==> src/rtl/rl_ram_1rw_port.sv <==
`default_nettype none
// ============================================================================
// Module      : rl_ram_1rw_port
// Description : Valid/ready request/response front end for a single-port RAM
//               with a 1-cycle registered read. Requests drive the RAM
//               combinationally on accept; the RAM output is captured one
//               cycle later into a 3-entry response FIFO whose head drives
//               the response port. Every request (read or write) yields
//               exactly one response, in acceptance order.
// Ports       :
//   clk_i        clock
//   rst_ni       synchronous active-low reset
//   req_valid_i  request valid          req_ready_o  request accepted
//   req_addr_i   word address           req_we_i     1=write, 0=read
//   req_be_i     byte enables           req_wdata_i  write data
//   rsp_valid_o  response valid         rsp_ready_i  response consumed
//   rsp_rdata_o  read data (0 for writes)
//   rsp_we_o     response belongs to a write
//   ram_addr_o / ram_we_o / ram_be_o / ram_din_o  to RAM
//   ram_dout_i   from RAM, valid the cycle after the access
// Revision    : 1.0 - initial release
// ============================================================================
module rl_ram_1rw_port #(
  parameter int ABITS = 10,
  parameter int DBITS = 32,
  localparam int BBITS = (DBITS + 7) / 8
) (
  input  logic             clk_i,
  input  logic             rst_ni,
  input  logic             req_valid_i,
  output logic             req_ready_o,
  input  logic [ABITS-1:0] req_addr_i,
  input  logic             req_we_i,
  input  logic [BBITS-1:0] req_be_i,
  input  logic [DBITS-1:0] req_wdata_i,
  output logic             rsp_valid_o,
  input  logic             rsp_ready_i,
  output logic [DBITS-1:0] rsp_rdata_o,
  output logic             rsp_we_o,
  output logic [ABITS-1:0] ram_addr_o,
  output logic             ram_we_o,
  output logic [BBITS-1:0] ram_be_o,
  output logic [DBITS-1:0] ram_din_o,
  input  logic [DBITS-1:0] ram_dout_i
);

  localparam logic [1:0] c_LAST_IDX = 2'd2;  // highest FIFO index (depth 3)
  localparam logic [2:0] c_MAX_LOAD = 3'd2;  // accept only if a slot stays free

  // Pointer increment wrapping modulo 3.
  function automatic logic [1:0] wrap_inc(input logic [1:0] p);
    return (p == c_LAST_IDX) ? 2'd0 : p + 2'd1;
  endfunction

  logic             inflight_q, inflight_d;
  logic             inflight_we_q, inflight_we_d;
  logic [1:0]       wptr_q, wptr_d;
  logic [1:0]       rptr_q, rptr_d;
  logic [1:0]       occ_q, occ_d;
  logic [DBITS-1:0] fifo_data_q [3];
  logic             fifo_we_q   [3];

  logic [2:0]       w_load;
  logic             w_accept;
  logic             w_push;
  logic             w_pop;

  // Credit check counts the in-flight access as already occupying a slot,
  // so the capture one cycle later can never find the FIFO full. It only
  // looks at registered state, so ready has no path from valid or rsp_ready.
  assign w_load      = {1'b0, occ_q} + {2'b00, inflight_q};
  assign req_ready_o = rst_ni & (w_load <= c_MAX_LOAD);
  assign w_accept    = req_valid_i & req_ready_o;

  assign ram_addr_o  = req_addr_i;
  assign ram_be_o    = req_be_i;
  assign ram_din_o   = req_wdata_i;
  assign ram_we_o    = w_accept & req_we_i;

  assign w_push      = inflight_q;
  assign rsp_valid_o = (occ_q != 2'd0);
  assign w_pop       = rsp_valid_o & rsp_ready_i;

  // Head entry drives the response directly; no bypass from ram_dout_i.
  assign rsp_rdata_o = fifo_data_q[rptr_q];
  assign rsp_we_o    = fifo_we_q[rptr_q];

  always_comb begin
    inflight_d    = w_accept;
    inflight_we_d = w_accept & req_we_i;
    wptr_d        = wptr_q;
    rptr_d        = rptr_q;
    occ_d         = occ_q;
    if (w_push) begin
      wptr_d = wrap_inc(wptr_q);
    end
    if (w_pop) begin
      rptr_d = wrap_inc(rptr_q);
    end
    unique case ({w_push, w_pop})
      2'b10:   occ_d = occ_q + 2'd1;
      2'b01:   occ_d = occ_q - 2'd1;
      default: occ_d = occ_q;
    endcase
  end

  always_ff @(posedge clk_i) begin
    if (!rst_ni) begin
      inflight_q    <= 1'b0;
      inflight_we_q <= 1'b0;
      wptr_q        <= 2'd0;
      rptr_q        <= 2'd0;
      occ_q         <= 2'd0;
      // Entries are cleared so the head reads as zero straight after reset.
      for (int i = 0; i < 3; i++) begin
        fifo_data_q[i] <= '0;
        fifo_we_q[i]   <= 1'b0;
      end
    end else begin
      inflight_q    <= inflight_d;
      inflight_we_q <= inflight_we_d;
      wptr_q        <= wptr_d;
      rptr_q        <= rptr_d;
      occ_q         <= occ_d;
      if (w_push) begin
        // Writes respond with zero data rather than the RAM's read-back.
        fifo_data_q[wptr_q] <= inflight_we_q ? '0 : ram_dout_i;
        fifo_we_q[wptr_q]   <= inflight_we_q;
      end
    end
  end

endmodule
`default_nettype wire

==> config.mk <==
export PLATFORM = sky130hd
export DESIGN_NAME = rl_ram_1rw_port
export DESIGN_NICKNAME = d
export VERILOG_FILES = /design/src/rtl/rl_ram_1rw_port.sv
export SDC_FILE = /design/constraint.sdc
export NUM_CORES = 1
export LEC_CHECK = 0
export BUFFER_PORTS_ARGS = -buffer_cell sky130_fd_sc_hd__buf_2
export CORE_ASPECT_RATIO = 0.9
export CORE_MARGIN = 3
export CORE_UTILIZATION = 57
export CTS_CLUSTER_SIZE = 24
export DETAILED_ROUTE_END_ITERATION = 8
export HOLD_SLACK_MARGIN = 0.05
export PLACE_DENSITY = 0.92
export SLEW_MARGIN = 20
export SYNTH_ARGS = -nofsm -noshare
export SYNTH_HDL_FRONTEND = slang
export SYNTH_SLANG_ARGS = --single-unit
==> constraint.sdc <==
create_clock -name clk_i -period 5.3 [get_ports clk_i]
set_input_delay 0.795 -clock clk_i [delete_from_list [all_inputs] [get_ports clk_i]]
set_output_delay 0.795 -clock clk_i [all_outputs]
set_load 0.02 [all_outputs]
==> impl_summary.txt <==
----------------------------------------------------
[Synthesis]
  Netlist cell types ... 31
  Synthesized net count ... ~540
  Area of the mapped netlist ... ~6300 sq um
  Part of the Yosys area used for sequential elements ... 0.653
  Syn Inst Count ... 455
  Synth Area in XOR/XNOR ... 0.00277
  Synth Area in Adders ... 0.00791
  Synth Area per Inst ... 13.9 sq um
  Complex-gate fraction of the synthesized area ... 0.00968
  Proportion of synthesized area in mux cells ... 0.121
  Largest family of logic cells by synthesized area ... multiplexers
  Yosys Warn Count ... 0
  Post-Synth Simple-Gate Area ... 0.102
  #FFs+latches synth ... between 100 and 150

[Worst setup path]
  Critical path class ... register to output pin
  CP Data Required Time ... 4.51 ns
  Largest delay share family, worst path ... buffers and inverters
  Cell Chain, Critical Path ... buf_4 > mux4_1 > buf_2
  Standard cell with the maximum stage delay on the critical path ... dfxtp_2
  CP peak stage delay ... about 0.61 ns
  Largest fanout of any net on the critical path ... 21
  Critical path buffers and inverters ... 2
  Kind of end point of the critical path ... output pin
  Type of element launching the critical path ... register
  Worst Path Arrival ... 2.27 ns

[Placement]
  Number of buffer cells added on primary ports ... 72
  Total half-perimeter wirelength after legalization and detailed placement ... approximately 7.6 mm
  Gp weighted congestion ... 0.728
  Setup slack at placement ... between 2 and 3 ns
  Inst Count DP ... 609

[Pwr]
  Power density cells ... 432 nW/um^2
  Peak supply drop ... 0.201 mV
  Clk network pwr share ... 0.393
  Leakage Power ... 2.87 nW
  Share of power burned in registers ... 0.444
  Internal Dissipation ... 2.24 mW
  NetSw ... 0.786 mW
  Combinational Power Share ... 0.163
  Share of total power consumed by net switching ... 0.260

[Layout]
  Fin cells ... 640
  Reg area ... 4140 sq um
  Total area of multi-input combinational cells ... 1550 sq um
  Most used cells in the layout excluding fill and tap cells ... edfxtp_1 (129), nor2_1 (99), buf_2 (72)
  Most frequent standard cell in the layout excluding fill and tap cells ... edfxtp_1
  Diodes inserted ... 0
  Fraction of layout instances using a drive strength above 1 ... 0.301
  Final cell utilization of the core ... 0.664
  Fillers ... 699
  Layout net count ... 567
  Signed area change from the synthesized netlist to the final layout ... 10.6%

[Timing]
  Final setup violating endpoints ... 0
  Fin worst setup slack ... 2.23 ns
  Final Hold Viols ... 0
  Final sum of negative setup slack ... 0 ns
  Worst slew margin relative to its limit ... 0.368
  Post-Route Hold Slack ... 0.449 ns
  Unrepaired setup endpoints after global routing ... no
  Max-slew violations ... 0
  Setup skew after layout ... 0.00677 ns
  Transition time at the pin with the least slew margin ... 0.948 ns
  Fraction of the cycle the final worst path needs ... 0.579
  Max frequency ... 326 MHz
  Post-layout minimum cycle time ... 3.07 ns

[Routing]
  DRC violations left ... 0
  Detailed-routing iteration count for the pre-antenna-repair pass ... 4
  Top Layer Used ... met4
  Number of nets with antenna violations after routing ... 0
  Vias/cell ... 5.51
  Length of routed met3 wiring ... 982 um
  Average routed wire per standard cell ... 20.3 um
  Iteration-0 DRC count of the detailed router ... 341
  Total Routed Length ... 13.0 mm
  Routed length on met2 ... 6.92 mm
  M1 WL ... 4.80 mm
  Via count ... 3525

[Clock network]
  Maximum clock insertion buffer count ... 2
  Post-CTS setup buffer count ... 0
  Later-pin clock latency in the skew report ... 0.41 ns
  Library cell used as clock root buffer ... clkbuf_16
  Clock-pin slew on the worst setup and hold paths ... around 0.06 ns
  Clock tree from TritonCTS ... built
  Number of buffers created by CTS ... 17
  Number of clock sinks ... roughly 140
  Number of gates given a new drive strength after cts ... 0
  Number of buffers inserted for hold repair after clock tree synthesis ... 0
  CTS H-tree depth ... 4

[Floorplan]
  Chip Width ... 117 um
  Effective utilization at floorplan ... 0.600
  Floorplan core area ... 10600 sq um
  Overall die height ... approximately 110 um
  Placement Rows ... 35
  DIE AREA ... 12400 sq um
  Number of I/O pins ... between 150 and 200

[Global routing]
  Pin count of the biggest net entering global routing ... 36
  Number of global-route vias before repair ... 3889
  Global-route wire length before repair ... 20.2 mm
  Total routing usage reported by global routing ... 0.221
  Antenna violations before repair ... 0
  Remaining Overflow, GRT ... 0

[Run]
  Maximum capacitance violations ... 0

[Min path]
  Type of the worst min-delay path ... register to register

[Status]
  Result of the run ... finished, final reports clean

----------------------------------------------------
power groups by stage:
| stage | sequential [mW] | combinational, mW | clock, mW |
|---|---|---|---|
| after global routing | 1.36 | 0.536 | 1.25 |
| final | 1.34 | 0.493 | 1.19 |
| after detailed placement | 1.37 | 0.496 | 0 |
| after floorplan | 1.33 | 0.464 | 0 |
| after global placement | 1.36 | 0.485 | 0 |
| after CTS | 1.35 | 0.501 | 1.20 |
metal layers:
layer	up-vias	global-route usage
li1	1592	-
met2	169	0.375
met1	1725	0.262
met5	-	0
met3	39	0.0626
met4	0	0.0917
registers in the layout, indices dropped and copies added (netlist names), named ones only:
register	flops
occ_q	2
wptr_q	2
rptr_q	2
inflight_we_q	1
fifo_we_q	4
fifo_data_q	128
inflight_q	1
through the flow:
stage	total power, mW	area (sq um)
after detailed placement	1.86	6410
final	3.03	7000
after CTS	3.05	7000
after global routing	3.14	7000
after floorplan	1.80	6330
after global placement	1.85	6410
Yosys cell counts (all sizes together):
library cell / n / area (sq um)
or3b: 1 / 8.76
dfxtp: 13 / 260
nor2: 99 / 372
or3: 2 / 12.5
clkbuf: 3 / 11.3
nand3: 3 / 15.0
edfxtp: 129 / 3870
or2: 1 / 6.26
a21boi: 3 / 22.5
xnor2: 2 / 17.5
inv: 38 / 143
nor3b: 2 / 15.0
buf: 67 / 502
and2: 2 / 12.5
o21ai: 6 / 33.8
and4: 1 / 8.76
nand4bb: 1 / 11.3
nand4b: 2 / 30.0
mux2i: 1 / 10.0
clkinv: 1 / 3.75
a21oi: 1 / 5.00
mux4: 33 / 754
ha: 4 / 50.1
nor2b: 1 / 6.26
nand2: 39 / 146
cells by family after synthesis:
kind of cell | Yosys count
simple gates | 154
flops | 142
buf+inv | 109
mux | 34
compound gates | 10
fa+ha+maj | 4
xor+xnor | 2
worst reg2reg max path, cell delays in order, from the launching register on:
cell and delay, ns:
dfxtp_1 0.43, nand4bb_2 0.19, buf_4 0.41, nand2_2 0.64
path summary, 6_finish.rpt:
check	depth (start not counted)	endpoint	slack, ns	from
worst max register to register	3	fifo_data_q[0][1]$_SDFFCE_PN0P_	3.16	wptr_q[0]$_SDFFE_PN0P_
worst min register to register	0	fifo_we_q[3]$_DFFE_PP_	0.45	inflight_we_q$_SDFF_PN0_
worst min-delay path	0	fifo_we_q[3]$_DFFE_PP_	0.45	inflight_we_q$_SDFF_PN0_
worst max-delay path	3	rsp_rdata_o[31]	2.23	register
area by class of cell:
| cell class | instances | area share |
|---|---|---|
| Tap cell | 148 | 0.0264 |
| Timing Repair Buffer | 76 | 0.0557 |
| Sequential cell | 142 | 0.591 |
| Multi-Input combinational cell | 204 | 0.222 |
| Inverter | 39 | 0.0209 |
| Clock inverter | 14 | 0.0239 |
| Clock buffer | 17 | 0.0607 |
Power figures use the tool's default switching activity.
